`src/rtl/delay_sched_pkg.sv`:
```
// Shared widths and FSM state encoding for the delay scheduler slice.
package delay_sched_pkg;

  localparam int DELAY_W = 5;
  localparam int CNT_W   = 6;

  typedef enum logic [1:0] {
    IDLE   = 2'd0,
    DRAIN  = 2'd1,
    APPLY  = 2'd2,
    SETTLE = 2'd3
  } state_t;

endpackage

```
`src/rtl/rr_arb2.sv`:
```
// Two-way round-robin arbiter; priority flips to the other requester after every grant.
module rr_arb2 (
  input  logic       clk,
  input  logic       rst_n,
  input  logic [1:0] valid,
  input  logic       enable,
  output logic [1:0] grant
);

  // prio = 0 favours requester 0 when both ask at once
  logic prio;

  always_comb begin
    grant = 2'b00;
    if (enable) begin
      if (valid == 2'b11) grant = prio ? 2'b10 : 2'b01;
      else                grant = valid;
    end
  end

  always_ff @(posedge clk) begin
    if (!rst_n)      prio <= 1'b0;
    else if (|grant) prio <= grant[0];
  end

endmodule

```
`src/rtl/delay_sched.sv`:
```
// Schedules delay-line depth changes: drain old contents, apply the new depth, then settle.
module delay_sched
  import delay_sched_pkg::*;
#(
  parameter logic [DELAY_W-1:0] DEF_DELAY    = 5'd0,
  parameter int unsigned        SETTLE_EXTRA = 2
) (
  input  logic               clk,
  input  logic               rst_n,
  input  logic               req0_valid,
  input  logic [DELAY_W-1:0] req0_delay,
  output logic               req0_ack,
  input  logic               req1_valid,
  input  logic [DELAY_W-1:0] req1_delay,
  output logic               req1_ack,
  output logic [DELAY_W-1:0] delay_num,
  output logic               out_valid,
  output logic               busy,
  output logic               done
);

  localparam logic [CNT_W-1:0] EXTRA = CNT_W'(SETTLE_EXTRA);

  state_t             state, state_d;
  logic [CNT_W-1:0]   cnt, cnt_d, cnt_inc, settle_len;
  logic [DELAY_W-1:0] new_delay, new_delay_d, delay_num_d, sel_delay;
  logic               out_valid_d, done_d, arb_en;
  logic [1:0]         grant;

  // No grant during reset or in the done cycle, so a new change starts at least one cycle later
  assign arb_en = rst_n && (state == IDLE) && !done;

  rr_arb2 u_arb (
    .clk    (clk),
    .rst_n  (rst_n),
    .valid  ({req1_valid, req0_valid}),
    .enable (arb_en),
    .grant  (grant)
  );

  assign req0_ack   = grant[0];
  assign req1_ack   = grant[1];
  assign busy       = (state != IDLE);
  assign sel_delay  = grant[1] ? req1_delay : req0_delay;
  assign cnt_inc    = cnt + CNT_W'(1);
  assign settle_len = {1'b0, new_delay} + EXTRA;

  always_comb begin
    state_d     = state;
    cnt_d       = cnt;
    new_delay_d = new_delay;
    delay_num_d = delay_num;
    out_valid_d = out_valid;
    done_d      = 1'b0;
    case (state)
      IDLE: begin
        if (|grant) begin
          new_delay_d = sel_delay;
          if (sel_delay == delay_num) begin
            done_d = 1'b1;
          end else begin
            state_d     = DRAIN;
            cnt_d       = '0;
            out_valid_d = 1'b0;
          end
        end
      end
      // Hold for delay_num+1 cycles so every stage of the old line has flushed
      DRAIN: begin
        if (cnt == {1'b0, delay_num}) begin
          state_d = APPLY;
          cnt_d   = '0;
        end else begin
          cnt_d = cnt_inc;
        end
      end
      APPLY: begin
        delay_num_d = new_delay;
        state_d     = SETTLE;
        cnt_d       = '0;
      end
      SETTLE: begin
        if (cnt_inc >= settle_len) begin
          state_d     = IDLE;
          cnt_d       = '0;
          out_valid_d = 1'b1;
          done_d      = 1'b1;
        end else begin
          cnt_d = cnt_inc;
        end
      end
      default: state_d = IDLE;
    endcase
  end

  always_ff @(posedge clk) begin
    if (!rst_n) begin
      state     <= IDLE;
      cnt       <= '0;
      new_delay <= '0;
      delay_num <= DEF_DELAY;
      out_valid <= 1'b1;
      done      <= 1'b0;
    end else begin
      state     <= state_d;
      cnt       <= cnt_d;
      new_delay <= new_delay_d;
      delay_num <= delay_num_d;
      out_valid <= out_valid_d;
      done      <= done_d;
    end
  end

endmodule

```
`config.mk`:
```
export PLATFORM = sky130hd
export DESIGN_NAME = delay_sched
export DESIGN_NICKNAME = d
export VERILOG_FILES = /design/src/rtl/delay_sched_pkg.sv /design/src/rtl/rr_arb2.sv /design/src/rtl/delay_sched.sv
export SDC_FILE = /design/constraint.sdc
export NUM_CORES = 1
export LEC_CHECK = 0
export ABC_AREA = 1
export CAP_MARGIN = 20
export CORE_MARGIN = 3
export CORE_UTILIZATION = 25
export CTS_BUF_LIST = sky130_fd_sc_hd__clkbuf_2
export CTS_CLUSTER_DIAMETER = 200
export DETAILED_ROUTE_END_ITERATION = 8
export GPL_TIMING_DRIVEN = 0
export HOLD_SLACK_MARGIN = 0.06
export PLACE_DENSITY_LB_ADDON = 0.3
export SLEW_MARGIN = 30
export SYNTH_ARGS = -nofsm -noshare
export SYNTH_HDL_FRONTEND = slang
export SYNTH_HIERARCHICAL = 1
export SYNTH_SLANG_ARGS = --single-unit
```
`constraint.sdc`:
```
create_clock -name clk -period 3.46 [get_ports clk]
set_clock_uncertainty 0.15 [all_clocks]
set_input_delay 0.346 -clock clk [delete_from_list [all_inputs] [get_ports clk]]
set_output_delay 0.346 -clock clk [all_outputs]
set_load 0.05 [all_outputs]
```
==> run summary, run 1 <==
# port buffers: 23
Tightest Pin Transition: 0.5905 ns
Layout cell share with drive strength beyond 1: 0.07451
Slew HR: 0.6049
R2r worst-path depth: 15
CTS Buf Count: 3
Startpoint Class: flop
Post-Syn Instances: 228
First-pass detailed-route iteration total: 4
Ranking of synthesized cells by area: dfxtp_1 (29%), nand2_1 (17%), ha_1 (10%)
H-tree depth: 1
Initial Util: 0.2615
Final ANT Viol Nets: 0
Layout Utilization: 0.3237
Crit Path Class: reg2out
RSZ-0062 raised after global routing: no
Ant. Diodes: 0
Core ar.: 5574 um^2
Reg clk slew, reported paths: 0.22 ns
Die area: 6783 um^2
P_leak: 0.0008493 uW
Reg-to-Reg Start: state[0]
Final setup fails: 0
Hold crit path type: reg2reg
Cell row count: 27
DP Cell Count: 323
Longest Clk Path Bufs: 2
GRT Overall Usage: 0.1176
Final hold violation count: 0
CTS tree: done
Worst skew pair latency: 0.33 ns
Post-DP HPWL: 2847 um
Critical path required time: 2.96 ns
Simple-Gate Fraction of Synth Area: 0.3631
Peak supply drop: 562.2 uV
Mux contribution to synthesized area: 0
Yosys warns: 6
Final net count: 282
Post-synthesis adder-cell area fraction: 0.1030
Largest family of logic cells by synthesized area: simple AND/OR/NAND/NOR gates
Height of the die: 82.36 um
Num Clock Sinks: 21
# fillers: 640
DRC errors left: 0
Final Routed Wirelength: 3585 um
Seq/Total Area, Yosys: 0.2884
Vias/cell: 4.294
I/O Pins: 24
Horiz. Die Dim: 82.36 um
Mapped Area: 1458 um^2
Final std cells w/o fill: 327
Worst Setup SP: state[0]
Final Power: 1433 uW
Outcome: completed
Routed len/inst: 10.96 um
XOR/XNOR Fraction of Synth Area: 0.04206
Cell variety after synth: 26
Pwr dens: 794.2 nW/um^2
First-pass GRT wire length: 6237 um
Drt initial violations: 85
Synth area leader: dfxtp_1
Initial antenna violation count: 0
Yosys reg bits: 21
Post-layout min period: 3.036 ns
Routed vias: 1404
Pin count of the biggest net entering global routing: 12
Worst Path Max Fanout: 4
Max-Cap Viols: 0
Area growth syn-to-layout: 23.78%
Hold slack: 0.3437 ns
GPL Wtd Cong: 0.8209
Max Fclk: 329.4 MHz
Synth Area in Compound Gates: 0.1133
Net Count, Synth: 254
CTS hold repair buffers: 0
CP Capture Type: primary output
Depth of the worst hold-timing path: 2
Clk Tree Root Cell: clkbuf_2
Post-synthesis average cell area: 6.393 um^2
Vias in the first global route: 1355
HP Start: out_valid
Final Max Slew Viols: 0
Crit share post-route: 0.8774
Yosys top cell area share: 0.2884
Critical path data arrival time: 2.54 ns
Setup TNS Final: 0 ns
Overflow left after global routing: 0
==> through the flow <==
step / cell area, um^2 / setup WS (ns)
after global routing: 1804 / 0.2018
after detailed placement: 1782 / 0.1572
after floorplan: 1461 / 0.3357
after global placement: 1782 / 0.1438
final: 1804 / 0.4243
after CTS: 1802 / 0.05132
==> metal layers <==
| layer | up-vias | share of wire | GRT usage |
|---|---|---|---|
| met2 | 16 | 0.44 | 0.1923 |
| met4 | 0 | 0.0081 | 0.02492 |
| met1 | 614 | 0.52 | 0.1592 |
| met3 | 2 | 0.030 | 0.02386 |
| li1 | 772 | - | - |
| met5 | - | 0 | 0 |
==> worst max-delay path, stage by stage (launching register included) <==
cell	delay, ns
dfxtp_1	0.38
inv_1	0.10
ha_1	0.28
inv_1	0.13
nor3_1	0.25
nand2_1	0.09
clkinv_1	0.05
nand2_2	0.05
inv_1	0.08
clkdlybuf4s50_1	0.80
==> layout make-up <==
| cell class | count | area [um^2] | share of cell area |
|---|---|---|---|
| Clock buffer | 4 | 20.02 | 0.01110 |
| Multi-Input combinational cell | 172 | 909.6 | 0.5042 |
| Timing Repair Buffer | 23 | 232.7 | 0.1290 |
| Sequential cell | 21 | 420.4 | 0.2330 |
| Inverter | 32 | 120.1 | 0.06657 |
| Buffer | 3 | 11.26 | 0.006241 |
| Tap cell | 72 | 90.09 | 0.04993 |
==> power breakdown <==
part	leakage [uW]	switching, uW	internal (uW)
registers	0.000172	81.4	319
clock network	0.0000166	81.4	30.6
logic	0.000660	600	320
total	0.000849	763	670
==> registers in the layout, indices dropped and copies added (netlist names) <==
register and flops:
state 2, u_arb/prio 1, delay_num 5, done 1, cnt 6, out_valid 1, new_delay 5
==> cell usage after synthesis <==
library cell and number:
ha_1 12, nand4_2 1, nor2_4 1, clkbuf_1 2, clkinv_1 1, nand2_2 7
nor2_1 26, o21ai_1 5, a21oi_1 11, nor2_2 1, a31oi_1 3, nand4_1 1
a21o_1 1, xor2_1 6, nand3_1 15, a21oi_2 1, buf_1 1, inv_2 1
nand2_4 1, o21ai_0 10, nand2_1 65, dfxtp_1 21, inv_1 30, xnor2_1 1
nor3_1 3, or2_2 1
==> layout by cell type (no fill, tap or decap) <==
cell type and n:
nand4_2 1, a31oi_1 3, nand2_1 65, a21oi_1 10, inv_1 30, o21ai_0 10, clkbuf_2 4, nor2_1 26
xnor2_1 1, clkinv_1 1, dfxtp_1 21, inv_2 1, clkdlybuf4s50_1 22, buf_1 1, nand2_2 7, nor2_4 1
clkbuf_1 2, nor3_1 3, or2_2 1, xor2_1 6, nand2_4 1, ha_1 12, nor2_2 1, dlymetal6s2s_1 1
a21o_1 1, o21ai_1 5, nand4_1 1, nand3_1 15, a21oi_2 2
==> cells by family after synthesis <==
| logic type | count (synthesis) |
|---|---|
| and+or+nand+nor | 122 |
| buffers and inverters | 35 |
| AOI/OAI and AO/OA | 31 |
| DFF | 21 |
| adders and majority gates | 12 |
| xor gates and xnor gates | 7 |
==> worst paths after layout <==
check	slack, ns	end
worst max-delay path	0.42	req0_ack
worst min-delay path	0.34	out_valid
worst max register to register	0.50	cnt[2]
worst min register to register	0.34	out_valid
==> repair_timing <==
item,4_1_cts,5_1_grt
gates resized for setup,0,1
endpoints found under the setup margin,0,1
setup buffers,0,0
Note: power is estimated with default switching activity, not from simulation.
==> run 2, diff against run 1 <==
Settings changed: CAP_MARGIN 20 to 40, GPL_ROUTABILITY_DRIVEN set to 0.
==> results of run 2 <==
The final DEF is identical to that of run 1; final timing and power are the same.
==> run 3, diff against run 2 <==
Settings changed: PLACE_DENSITY set to 0.42, PLACE_DENSITY_LB_ADDON 0.3 to unset.
==> run 3 against run 2 <==
Against the previous run:
- design area stayed put
- highest routed layer unchanged
- via count up 1.7%
- maximum frequency is 0.70% lower
- largest power group unchanged
==> run summary, run 3 (synthesized netlist as in run 1, its figures left out) <==
Outcome: completed
Regs by FF count: cnt: 6 flops, delay_num: 5 flops, new_delay: 5 flops
Overflow left after global routing: 0 (unchanged)
Worst Path Max Fanout: 4 (unchanged)
Most frequent cells in the layout: nand2_1 (65), inv_1 (30), nor2_1 (26), clkdlybuf4s50_1 (22), dfxtp_1 (21)
Final setup fails: 0 (unchanged)
# fillers: 665 (+3.9%)
Routed len/inst: 11.66 um (+6.3%)
Crit share post-route: 0.8835 (+0.006178)
Core ar.: 5574 um^2 (unchanged)
RSZ-0062 raised after global routing: no
# port buffers: 23 (unchanged)
Final Max Slew Viols: 0 (unchanged)
Height of the die: 82.36 um (unchanged)
R2r setup slk: 0.54 ns (+0.04 ns)
Die area: 6783 um^2 (unchanged)
Slew HR: 0.6420 (+0.03711)
Vias/cell: 4.367 (+1.7%)
Critical path required time: 2.96 ns (about the same)
Worst path max stage delay: 0.80 ns (about the same)
First-pass detailed-route iteration total: 4 (unchanged)
Initial antenna violation count: 0 (unchanged)
DP Cell Count: 323 (unchanged)
CP Cell Sequence: inv_1 -> ha_1 -> inv_1 -> nor3_1 -> nand2_1 -> clkinv_1 -> nand2_2 -> inv_1 -> clkdlybuf4s50_1
WHS Endpoint: out_valid
HP Start: out_valid
CTS hold repair buffers: 0 (unchanged)
Post-place instance area: 1782 um^2 (unchanged)
H-tree depth: 1 (unchanged)
Hold crit path type: reg2reg
Post-DP HPWL: 3136 um (+10%)
R2r worst-path depth: 17 (+2)
Critical path data arrival time: 2.56 ns (+0.02 ns)
Final ANT Viol Nets: 0 (unchanged)
Final hold violation count: 0 (unchanged)
Max-Cap Viols: 0 (unchanged)
Final Routed Wirelength: 3812 um (+6.3%)
Longest Clk Path Bufs: 2 (unchanged)
Routed length on met2: 1743 um (+9.8%)
GRT Overall Usage: 0.1261 (+0.008470)
CP Capture Type: primary output
Max reg flops: 6 (unchanged)
First-pass GRT wire length: 6534 um (+4.8%)
Final net count: 282 (unchanged)
I/O Pins: 24 (unchanged)
Crit Path Class: reg2out
Reg clk slew, reported paths: 0.26 ns (+0.04 ns)
Clk Tree Root Cell: clkbuf_2
Biggest register: cnt
Ant. Diodes: 0 (unchanged)
Worst skew pair latency: 0.35 ns (+0.02 ns)
Startpoint Class: flop
RR Endpoint: cnt[3]
Routed wl met3: 82 um (-23%)
Layout cell share with drive strength beyond 1: 0.07451 (unchanged)
Cell row count: 27 (unchanged)
Max Fclk: 327.1 MHz (-0.70%)
DRC errors left: 0 (unchanged)
WL met1: 1963 um (+5.5%)
Commonest non-fill, non-tap cell in the layout: nand2_1
Peak supply drop: 343.1 uV (-39%)
Fin area: 1804 um^2 (unchanged)
Final std cells w/o fill: 327 (unchanged)
Area growth syn-to-layout: 23.78% (unchanged)
Reg-to-Reg Start: state[0]
Routed vias: 1428 (+1.7%)
Pwr dens: 796.8 nW/um^2 (+0.34%)
Horiz. Die Dim: 82.36 um (unchanged)
CP most frequent cell: inv_1
Tightest Pin Transition: 0.5351 ns (-0.05545 ns)
Depth of the worst hold-timing path: 2 (unchanged)
CTS tree: done
Layout Utilization: 0.3237 (unchanged)
P_leak: 0.0008491 uW (about the same)
Drt initial violations: 42 (-51%)
Vias in the first global route: 1432 (+5.7%)
Initial Util: 0.2615 (unchanged)
Num Clock Sinks: 21 (unchanged)
Final Power: 1438 uW (+0.34%)
CTS Buf Count: 3 (unchanged)
Pin count of the biggest net entering global routing: 13 (+1)
Post-layout min period: 3.057 ns (+0.02138 ns)
FF/Latch Area: 420.4 um^2 (unchanged)
Max layer used: met4
Highest-delay cell along the critical path: clkdlybuf4s50_1
Footprint of the multi-input gates: 909.6 um^2 (unchanged)
Setup TNS Final: 0 ns (unchanged)
[run 3: cell count changes in the layout (fill, tap and decap cells not counted), sizes merged]
cell	change
clkbuf	-1
clkinv	+1
[run 3: area by class of cell]
| type | instances | share of cell area |
|---|---|---|
| Multi-Input combinational cell | 172 | 0.5042 |
| Sequential cell | 21 | 0.2330 |
| Buffer | 3 | 0.006241 |
| Tap cell | 72 | 0.04993 |
| Timing Repair Buffer | 23 | 0.1290 |
| Inverter | 32 | 0.06657 |
| Clock buffer | 3 | 0.008322 |
| Clock inverter | 1 | 0.002774 |
[run 3: worst max-delay path: cells and delay by family (launching register included)]
kind	cells	cell delay (ns)
buffers and inverters	5	1.14
adders and majority gates	1	0.29
DFF	1	0.39
and+or+nand+nor	3	0.37
[run 3: worst max path at each step]
stage,slack [ns],from,to
after CTS,0.06,state[1],req1_ack
after floorplan,0.34,state[0],cnt[0]
after detailed placement,0.18,rst_n,req1_ack
after global routing,0.20,state[0],req0_ack
final,0.40,state[0],req0_ack
after global placement,0.16,rst_n,req1_ack
[run 3: repair_timing]
| action | 4_1_cts | 5_1_grt |
|---|---|---|
| setup buffers | 0 | 0 |
| endpoints found under the setup margin | 0 | 1 |
| resized for setup | 0 | 1 |
[run 3: routing by layer]
| metal | track usage | vias up |
|---|---|---|
| met5 | 0 | - |
| met4 | 0.02159 | 0 |
| met3 | 0.02820 | 2 |
| met2 | 0.2091 | 11 |
| met1 | 0.1685 | 646 |
| li1 | - | 769 |
[run 3: metrics by stage]
stage          hold slack (ns)  setup WS, ns
2_1_floorplan           0.3045        0.3357
3_3_place_gp            0.3170        0.1638
3_5_place_dp            0.3242        0.1793
4_1_cts                 0.3564       0.06014
5_1_grt                 0.3821        0.2033
6_report                0.3477        0.4030
[run 3: power breakdown]
part / internal (uW) / switching (uW) / total, uW
combinational: 320 / 596 / 916
clock: 26.2 / 92.3 / 119
sequential: 319 / 83.7 / 403
